[src/rtl/seq_alu.sv]
// seq_alu: handshaked, registered ALU for the RV32 core.
//   Single-cycle basic ops (ADD..SRA) and, when SEQ_ALU_MULDIV_EN is defined,
//   iterative RV32M multiply/divide (shift-add / restoring, one bit per cycle).
//   Without SEQ_ALU_MULDIV_EN the mul/div datapath and the BUSY state are not
//   built, and opcodes 10-17 report Illegal with latency 1.
// Ports:
//   clk, rst_n                    clock, synchronous active-low reset
//   in_valid / in_ready           operand handshake (in_ready high only in IDLE)
//   SrcA, SrcB, ALUControl        operands and 5-bit opcode, captured on accept
//   out_valid / out_ready         result handshake (held stable until taken)
//   Result                        registered result
//   Zero                          Result == 0
//   SignedLess, UnsignedLess      signed / unsigned A < B of the captured operands
//   Illegal                       opcode undefined or compiled out
module seq_alu #(
  parameter  int WIDTH = 32,
  localparam int SHW   = $clog2(WIDTH)
) (
  input  logic             clk,
  input  logic             rst_n,
  input  logic             in_valid,
  output logic             in_ready,
  input  logic [WIDTH-1:0] SrcA,
  input  logic [WIDTH-1:0] SrcB,
  input  logic [4:0]       ALUControl,
  output logic             out_valid,
  input  logic             out_ready,
  output logic [WIDTH-1:0] Result,
  output logic             Zero,
  output logic             SignedLess,
  output logic             UnsignedLess,
  output logic             Illegal
);

  localparam logic [4:0] OP_ADD   = 5'h00;
  localparam logic [4:0] OP_SUB   = 5'h01;
  localparam logic [4:0] OP_AND   = 5'h02;
  localparam logic [4:0] OP_OR    = 5'h03;
  localparam logic [4:0] OP_XOR   = 5'h04;
  localparam logic [4:0] OP_SLTU  = 5'h05;
  localparam logic [4:0] OP_SLT   = 5'h06;
  localparam logic [4:0] OP_PASSB = 5'h07;
  localparam logic [4:0] OP_SLL   = 5'h08;
  localparam logic [4:0] OP_SRL   = 5'h09;
  localparam logic [4:0] OP_SRA   = 5'h0A;

`ifdef SEQ_ALU_MULDIV_EN
  typedef enum logic [1:0] {IDLE = 2'd0, BUSY = 2'd1, DONE = 2'd2} state_t;
`else
  typedef enum logic [1:0] {IDLE = 2'd0, DONE = 2'd2} state_t;
`endif

  state_t state, state_n;

  function automatic logic [WIDTH-1:0] basic_op(input logic [4:0]       op,
                                                input logic [WIDTH-1:0] a,
                                                input logic [WIDTH-1:0] b);
    logic signed [WIDTH-1:0] sa;
    logic signed [WIDTH-1:0] sb;
    logic [SHW-1:0]          sh;
    logic [WIDTH-1:0]        r;
    sa = a;
    sb = b;
    sh = b[SHW-1:0];
    case (op)
      OP_ADD:   r = a + b;
      OP_SUB:   r = a - b;
      OP_AND:   r = a & b;
      OP_OR:    r = a | b;
      OP_XOR:   r = a ^ b;
      OP_SLTU:  r = {{(WIDTH-1){1'b0}}, a < b};
      OP_SLT:   r = {{(WIDTH-1){1'b0}}, sa < sb};
      OP_PASSB: r = b;
      OP_SLL:   r = a << sh;
      OP_SRL:   r = a >> sh;
      OP_SRA:   r = sa >>> sh;
      default:  r = '0;
    endcase
    return r;
  endfunction

  logic                    accept;
  logic                    is_basic;
  logic signed [WIDTH-1:0] sa_c;
  logic signed [WIDTH-1:0] sb_c;
  logic                    slt_c;
  logic                    sltu_c;
  logic [WIDTH-1:0]        basic_res;
  logic [WIDTH-1:0]        imm_res;
  logic                    imm_ill;
  logic                    start_iter;

  assign accept    = in_valid && (state == IDLE);
  assign is_basic  = (ALUControl <= OP_SRA);
  assign sa_c      = SrcA;
  assign sb_c      = SrcB;
  assign slt_c     = (sa_c < sb_c);
  assign sltu_c    = (SrcA < SrcB);
  assign basic_res = basic_op(ALUControl, SrcA, SrcB);
  assign in_ready  = (state == IDLE);
  assign out_valid = (state == DONE);

`ifdef SEQ_ALU_MULDIV_EN
  localparam logic [WIDTH-1:0] MIN_VAL = {1'b1, {(WIDTH-1){1'b0}}};
  localparam logic [SHW-1:0]   LAST    = SHW'(WIDTH - 1);

  function automatic logic [WIDTH-1:0] neg_w(input logic [WIDTH-1:0] v);
    return (~v) + WIDTH'(1);
  endfunction

  logic             is_md;
  logic             is_div;
  logic             op_rem;
  logic             op_uns;
  logic             a_neg;
  logic             b_neg;
  logic             div_zero;
  logic             div_ovf;
  logic [WIDTH-1:0] special_res;

  // opcode 1_0xxx: bit2 selects divide, bit1 remainder, bit0 unsigned
  assign is_md    = (ALUControl[4:3] == 2'b10);
  assign is_div   = ALUControl[2];
  assign op_rem   = ALUControl[1];
  assign op_uns   = ALUControl[0];
  assign div_zero = is_md && is_div && (SrcB == '0);
  assign div_ovf  = is_md && is_div && !op_uns && (SrcA == MIN_VAL) && (SrcB == '1);
  assign start_iter = is_md && !div_zero && !div_ovf;

  always_comb begin
    a_neg = 1'b0;
    b_neg = 1'b0;
    if (is_div) begin
      a_neg = !op_uns && SrcA[WIDTH-1];
      b_neg = !op_uns && SrcB[WIDTH-1];
    end else begin
      // MULH and MULHSU take A as signed, only MULH takes B as signed;
      // MUL's low half is identical for any signedness.
      a_neg = ((ALUControl[1:0] == 2'b01) || (ALUControl[1:0] == 2'b10)) && SrcA[WIDTH-1];
      b_neg = (ALUControl[1:0] == 2'b01) && SrcB[WIDTH-1];
    end
  end

  always_comb begin
    special_res = '0;
    if (div_zero)     special_res = op_rem ? SrcA : '1;
    else if (div_ovf) special_res = op_rem ? '0 : MIN_VAL;
  end

  // iteration state (stage p0): hi/lo hold partial product or remainder/quotient
  logic [WIDTH-1:0] hi_p0, lo_p0, opnd_p0;
  logic [SHW-1:0]   cnt_p0;
  logic             div_p0, rem_p0, mullo_p0, negq_p0, negr_p0;
  logic             slt_p0, sltu_p0;

  logic [WIDTH:0]     mul_sum, div_shift, div_trial;
  logic [WIDTH-1:0]   hi_n, lo_n, md_res;
  logic [2*WIDTH-1:0] prod_mag, prod_fix;
  logic               last_iter;

  assign last_iter = (cnt_p0 == LAST);

  always_comb begin
    mul_sum   = {1'b0, hi_p0} + (lo_p0[0] ? {1'b0, opnd_p0} : '0);
    div_shift = {hi_p0, lo_p0[WIDTH-1]};
    div_trial = div_shift - {1'b0, opnd_p0};
    if (div_p0) begin
      if (!div_trial[WIDTH]) begin
        hi_n = div_trial[WIDTH-1:0];
        lo_n = {lo_p0[WIDTH-2:0], 1'b1};
      end else begin
        hi_n = div_shift[WIDTH-1:0];
        lo_n = {lo_p0[WIDTH-2:0], 1'b0};
      end
    end else begin
      hi_n = mul_sum[WIDTH:1];
      lo_n = {mul_sum[0], lo_p0[WIDTH-1:1]};
    end
    // sign fix-up applied to the final iteration's outcome
    prod_mag = {hi_n, lo_n};
    prod_fix = negq_p0 ? ((~prod_mag) + (2*WIDTH)'(1)) : prod_mag;
    if (div_p0) begin
      if (rem_p0) md_res = negr_p0 ? neg_w(hi_n) : hi_n;
      else        md_res = negq_p0 ? neg_w(lo_n) : lo_n;
    end else begin
      md_res = mullo_p0 ? prod_fix[WIDTH-1:0] : prod_fix[2*WIDTH-1:WIDTH];
    end
  end

  always_ff @(posedge clk) begin
    if (!rst_n) begin
      hi_p0    <= '0;
      lo_p0    <= '0;
      opnd_p0  <= '0;
      cnt_p0   <= '0;
      div_p0   <= 1'b0;
      rem_p0   <= 1'b0;
      mullo_p0 <= 1'b0;
      negq_p0  <= 1'b0;
      negr_p0  <= 1'b0;
      slt_p0   <= 1'b0;
      sltu_p0  <= 1'b0;
    end else if (accept && start_iter) begin
      hi_p0    <= '0;
      lo_p0    <= a_neg ? neg_w(SrcA) : SrcA;
      opnd_p0  <= b_neg ? neg_w(SrcB) : SrcB;
      cnt_p0   <= '0;
      div_p0   <= is_div;
      rem_p0   <= op_rem;
      mullo_p0 <= (ALUControl[1:0] == 2'b00);
      negq_p0  <= a_neg ^ b_neg;
      negr_p0  <= a_neg;
      slt_p0   <= slt_c;
      sltu_p0  <= sltu_c;
    end else if (state == BUSY) begin
      hi_p0  <= hi_n;
      lo_p0  <= lo_n;
      cnt_p0 <= cnt_p0 + SHW'(1);
    end
  end
`else
  assign start_iter = 1'b0;
`endif

  always_comb begin
    imm_res = is_basic ? basic_res : '0;
    imm_ill = !is_basic;
`ifdef SEQ_ALU_MULDIV_EN
    if (is_md) begin
      imm_res = special_res;
      imm_ill = 1'b0;
    end
`endif
  end

  always_ff @(posedge clk) begin
    if (!rst_n) state <= IDLE;
    else        state <= state_n;
  end

  always_comb begin
    state_n = state;
    case (state)
`ifdef SEQ_ALU_MULDIV_EN
      IDLE: if (in_valid) state_n = start_iter ? BUSY : DONE;
      BUSY: if (last_iter) state_n = DONE;
`else
      IDLE: if (in_valid) state_n = DONE;
`endif
      DONE: if (out_ready) state_n = IDLE;
      default: state_n = IDLE;
    endcase
  end

  // output stage: Result and flags written together, held through DONE
  always_ff @(posedge clk) begin
    if (!rst_n) begin
      Result       <= '0;
      Zero         <= 1'b0;
      SignedLess   <= 1'b0;
      UnsignedLess <= 1'b0;
      Illegal      <= 1'b0;
    end else if (accept && !start_iter) begin
      Result       <= imm_res;
      Zero         <= (imm_res == '0);
      SignedLess   <= slt_c;
      UnsignedLess <= sltu_c;
      Illegal      <= imm_ill;
    end
`ifdef SEQ_ALU_MULDIV_EN
    else if ((state == BUSY) && last_iter) begin
      Result       <= md_res;
      Zero         <= (md_res == '0);
      SignedLess   <= slt_p0;
      UnsignedLess <= sltu_p0;
      Illegal      <= 1'b0;
    end
`endif
  end

endmodule

[config.mk]
export PLATFORM = sky130hd
export DESIGN_NAME = seq_alu
export DESIGN_NICKNAME = d
export VERILOG_FILES = /design/src/rtl/seq_alu.sv
export SDC_FILE = /design/constraint.sdc
export NUM_CORES = 1
export LEC_CHECK = 0
export CAP_MARGIN = 0
export CORE_MARGIN = 2
export CORE_UTILIZATION = 50
export DETAILED_ROUTE_END_ITERATION = 16
export PLACE_DENSITY = 0.72
export SETUP_SLACK_MARGIN = 0.02
export SLEW_MARGIN = 20
export SYNTH_ARGS = -nofsm -noshare
export SYNTH_HDL_FRONTEND = slang
export SYNTH_SLANG_ARGS = --single-unit
[constraint.sdc]
create_clock -name clk -period 6.2 [get_ports clk]
set_input_delay 1.55 -clock clk [delete_from_list [all_inputs] [get_ports clk]]
set_output_delay 1.55 -clock clk [all_outputs]
set_load 0.01 [all_outputs]
* Yosys cells after proc, flatten, opt, wreduce, memory -nomap -nowiden
Cells that the tools add are included.
Cells by class: equal/unequal tests 13, bitwise operators 3, add/sub/neg operators 2, multiplexer cells 5, magnitude comparators 3, shifts and indexed selects 3, reduce and logical (&&, ||, !) cells 6
Operator list (number):
- $pmux 32 s11 | 1
- $lt 32x32->1 | 2
- $add 32x32->32 | 1
- $and 32x32->32 | 1
- $logic_not 32->1 | 1
- $mux 32 | 1
- $or 32x32->32 | 1
- $shl 32x5->32 | 1
- $shr 32x5->32 | 1
- $sshr 32x5->32 | 1
- $sub 32x32->32 | 1
- $xor 32x32->32 | 1
- $eq 5x3->1 const B | 4
- $eq 5x4->1 const B | 3
- $eq 5x2->1 const B | 2
- $eq 5x1->1 const B | 1
- $le 5x4->1 const B | 1
- $logic_not 5->1 | 1
- $mux 2 | 2
- $pmux 2 s2 | 1
- $eq 2x2->1 const B | 1
- $logic_not 2->1 | 1
- $ne 2x1->1 const B | 1
- $ne 2x2->1 const B | 1
- 3 further kinds | 3
Word-level totals: flip-flop bits (word level) 38, logic and storage cells 41, output and inout bits 38

* Longest topological paths before layout
word-level depth 4, depth in mapped cells 18, gate-level depth less buffers 15

* Worst setup path before layout
OpenSTA, ideal clock, no wires.
kind input-to-reg, start input port SrcB[2], end register Zero, arrival 5754 ps, stages 18, path slack 362 ps, data required time 6116 ps, path through buf_2 -> inv_1 -> buf_2 -> buf_2 -> buf_2 -> ha_1 -> clkbuf_1 -> a21o_1 -> a221oi_1 -> o21bai_1 -> nor4b_1 -> or3_1 -> and4_1 -> a311oi_1 -> xnor2_1 -> o211ai_1 -> or4_1 -> o31ai_2
Between the ends: word-level cells in the longest chain between the ends 4, elaborated cells between the ends (all ways) 13, those cells by class add/sub: 2; order compare: 2; shift: 3; mux: 2; bitwise: 3; reduce/logical: 1
RTL lines:
- start, declared | RTL line 24 | input logic [WIDTH-1:0] SrcB,
- $sub 32x32->32 (tied with other cells) | RTL line 67 | OP_SUB: r = a - b;
- $pmux 32 s11 (*) | RTL line 65 | case (op)
- $mux 32 (*) | RTL line 226 | imm_res = is_basic ? basic_res : '0;
- $logic_not 32->1 (*) | RTL line 265 | Zero <= (imm_res == '0);
- end signal, assigned | RTL line 265
- end, declared | RTL line 29 | output logic Zero,
Every way passes the cells marked *; elsewhere a longest branch is shown, timed or not. A chain may end at the register's enable or synchronous reset.

* Worst setup path in the final report
start input port SrcA[0], end register Zero
Between the ends: word-level cells in the longest chain between the ends 4, elaborated cells between the ends (all ways) 13, those cells by class add/sub: 2; order compare: 2; shift: 3; mux: 2; bitwise: 3; reduce/logical: 1
RTL lines:
- start, declared | RTL line 23 | input logic [WIDTH-1:0] SrcA,
- $sub 32x32->32 (tied with other cells) | RTL line 67
- $pmux 32 s11 (*) | RTL line 65
- $mux 32 (*) | RTL line 226
- $logic_not 32->1 (*) | RTL line 265
Marked as above.

==> impl_metrics.py <==
metrics = {
    "clock_tree": {
        "cts_hold_buf": 0,
        "cts_num_sinks": 37,
        "clk_latency_ns": 0.28,
        "post-cts-setup-buffer-count": 0,
        "cts_buffer_depth": 2,
        "cts_buffers": 5,
        "cts-resized-gates": 0,
        "cts-root-buf": "clkbuf_16",
        "cts_max_level": 2,
        "clkTransAtPathRegs_ns": 0.05,
        "cts_tree": "yes",
    },
    "detailed_routing": {
        "via_count": 13130,
        "wirelength_um": 49190,
        "viasPerCell": 7.136,
        "dr.first_iter.drc_count": 1797,
        "drtPass1Iterations": 6,
        "drtAntennaViolNets": 0,
        "route.detailed.drc": 0,
        "routedWlPerCell_um": 26.73,
    },
    "run_status": {
        "status": "finished, final reports clean",
    },
    "yosys": {
        "netlist_instances": 1469,
        "ys_top_cells_by_area": "ha_1 12%, mux4_2 8.5%, dfxtp_1 7.0%",
        "yosys.area.top_type_share_pct": 11.50,
        "synth_edf_count": 0,
        "yosysTopAreaCell": "ha_1",
        "syn_avg_cell_area_um2": 7.182,
        "synth_seq_area_share_pct": 7.021,
        "ys_types": 87,
        "async_flop_share_pct": 0,
        "ys_warn_count": 0,
        "ys.flop_type": "dfxtp_1",
        "syn_nets": 1641,
        "yosys_register_bits": 37,
        "netlist_area_um2": 10550,
    },
    "power": {
        "power_density_nw_per_um2": 126.6,
        "combPwrFrac_pct": 67.8,
        "switching_share_pct": 47.65,
        "p_int_uw": 818.6,
        "power_frac_seq_pct": 17.3,
        "p_leak_uw": 0.005040,
        "peakVddDrop_mv": 0.09377,
        "p_switching_uw": 745.1,
        "clkPwrFrac_pct": 14.9,
    },
    "layout": {
        "area_growth_syn_to_layout_pct": 17.11,
        "fin_nets": 1736,
        "num-fill-cells": 2085,
        "design_area_um2": 12360,
        "multi_input_comb_area_um2": 8937,
        "final_common_cell": "nand2_1",
        "drive_gt1_share_pct": 11.69,
        "layout_common_cells": "138 x nand2_1, 128 x nor2_1, 110 x a21oi_1",
        "layout.cells.non_filler": 1840,
        "seqCellArea_um2": 740.7,
        "antenna-diode-count": 0,
    },
    "worst_setup_path": {
        "arrival_ns": 6.28,
        "critPathMaxFanout": 6,
        "r2r_start": "state[1]$_SDFFE_PN0P_",
        "startpoint": "SrcA[0]",
        "reg2regPathDepth": 11,
        "reg2reg_to": "Zero$_SDFFE_PN0P_",
        "critical_path.startpoint_type": "primary input",
        "crit_end": "Zero$_SDFFE_PN0P_",
        "required_ns": 6.40,
        "end_kind": "flop",
        "crit_type": "in -> reg",
        "reg2reg_slack_ns": 2.67,
    },
    "floorplan": {
        "core_area_um2": 20890,
        "die_area_um2": 22280,
        "num_rows": 53,
        "die_width_um": 149.3,
        "die-height_um": 149.3,
        "io_pins": 111,
        "initial_core_util_pct": 50.51,
    },
    "sta": {
        "relSlewSlack_pct": 28.70,
        "setup_viol": 0,
        "tightest_slew_ns": 1.065,
        "drv_slew": 0,
        "holdWs_ns": 0.4779,
        "rsz0062_at_grt": "no",
        "period_needed_ns": 6.081,
        "skew_ns": 0.001772,
        "setup_ws_ns": 0.1188,
        "fmax_ghz": 0.1644,
        "finalSetupTns_ns": 0,
        "finalHoldViolations": 0,
        "min_period_over_period_pct": 98.08,
    },
    "grt": {
        "grt_pass1_vias": 11960,
        "antenna_found_initial": 0,
        "grt_use_total_pct": 43.18,
        "overflow": 0,
        "grt_max_degree": 55,
        "grt_first_pass_wirelength_um": 73640,
    },
    "hold_path": {
        "hold_path_depth": 2,
        "hp-class": "reg -> reg",
    },
    "placed_design": {
        "port_buffers": 110,
        "gp_congestion": 1.078,
        "hpwlAfterDp_um": 39540,
        "place_ws_ns": 0.04211,
        "post-place-cells": 1831,
        "placed_area_um2": 12190,
    },
    "flow_run": {
        "cap_violations": 0,
    },
}
==> worst max-delay path, cell delays in order <==
cell	delay, ns
clkdlybuf4s50_1	0.61
inv_1	0.11
ha_1	0.23
inv_1	0.07
fa_1	0.19
nand2b_1	0.08
a211oi_1	0.46
o31ai_1	0.15
xnor2_1	0.15
a211oi_1	0.68
nor4b_1	0.51
nand4_1	0.15
nor4_1	0.39
nand4_1	0.14
or4_1	0.59
o31ai_2	0.22
==> cell type report <==
| type | count | area share [%] |
|---|---|---|
| multi-input combinational | 1216 | 72.33 |
| timing repair buffer | 206 | 14.81 |
| sequential | 37 | 5.995 |
| inverter | 98 | 2.977 |
| tap | 275 | 2.785 |
| clock buffer | 8 | 1.104 |
==> power by group through the flow <==
stage          clock, µW  combinational [µW]  sequential, µW
3_3_place_gp           0                1010             274
5_1_grt              245                1120             272
3_5_place_dp           0                1010             275
2_1_floorplan          0                 604             284
4_1_cts              237                1020             271
6_report             233                1060             270
==> cells by family (layout without fill, tap and decap cells) <==
kind of cell	after synthesis	in the layout	share of synthesized area [%]
compound gates	526	526	34.87
xor+xnor	9	9	0.7472
fa+ha+maj	99	99	11.88
buf+inv	216	312	8.551
flops	37	37	7.021
mux	118	118	16.12
simple gates	464	464	20.81
==> per-layer routing <==
layer / GRT usage (%) / vias up / share of wire [%]
met3: 6.269 / 174 / 12
met2: 64.17 / 1078 / 41
li1: - / 5791 / -
met5: 0 / - / 0
met4: 27.14 / 0 / 7.8
met1: 58.63 / 6088 / 38
==> state kept, by name (all words and copies together), names as in the netlist <==
name / cells
Illegal: 1
UnsignedLess: 1
state: 1
SignedLess: 1
Result: 32
Zero: 1
==> Yosys cell counts (11+ instances only) <==
cell type / number
nor3_1: 39
ha_1: 97
nor2_1: 129
o22ai_1: 16
a22oi_1: 19
mux4_2: 40
a22o_1: 13
nand2b_1: 13
o211ai_1: 28
a221oi_1: 31
clkbuf_1: 85
nand4_1: 17
nand2_1: 138
o21bai_1: 12
inv_1: 97
a221o_1: 14
buf_2: 14
nor2b_1: 16
a31oi_1: 11
nand3_1: 36
o31ai_1: 15
a21o_1: 11
mux2i_1: 66
o221ai_1: 15
nor4_1: 19
o21ai_0: 91
a21oi_1: 110
a211oi_1: 44
dfxtp_1: 37
==> worst min-delay path by stage <==
stage	endpoint	slack, ns	startpoint
4_1_cts	Result[15]$_SDFFE_PN0P_	0.47	Result[15]$_SDFFE_PN0P_
3_3_place_gp	Result[31]$_SDFFE_PN0P_	0.45	Result[31]$_SDFFE_PN0P_
5_1_grt	Result[15]$_SDFFE_PN0P_	0.50	Result[15]$_SDFFE_PN0P_
6_report	Result[15]$_SDFFE_PN0P_	0.48	Result[15]$_SDFFE_PN0P_
2_1_floorplan	Result[15]$_SDFFE_PN0P_	0.48	Result[15]$_SDFFE_PN0P_
3_5_place_dp	Result[31]$_SDFFE_PN0P_	0.47	Result[31]$_SDFFE_PN0P_
==> stage by stage <==
step	power, µW	util, %
after floorplan	887.7	-
after global placement	1280	58.38
after detailed placement	1287	58.38
after CTS	1524	59.03
after global routing	1634	59.15
final	1564	59.15
Power figures use the tool's default switching activity.
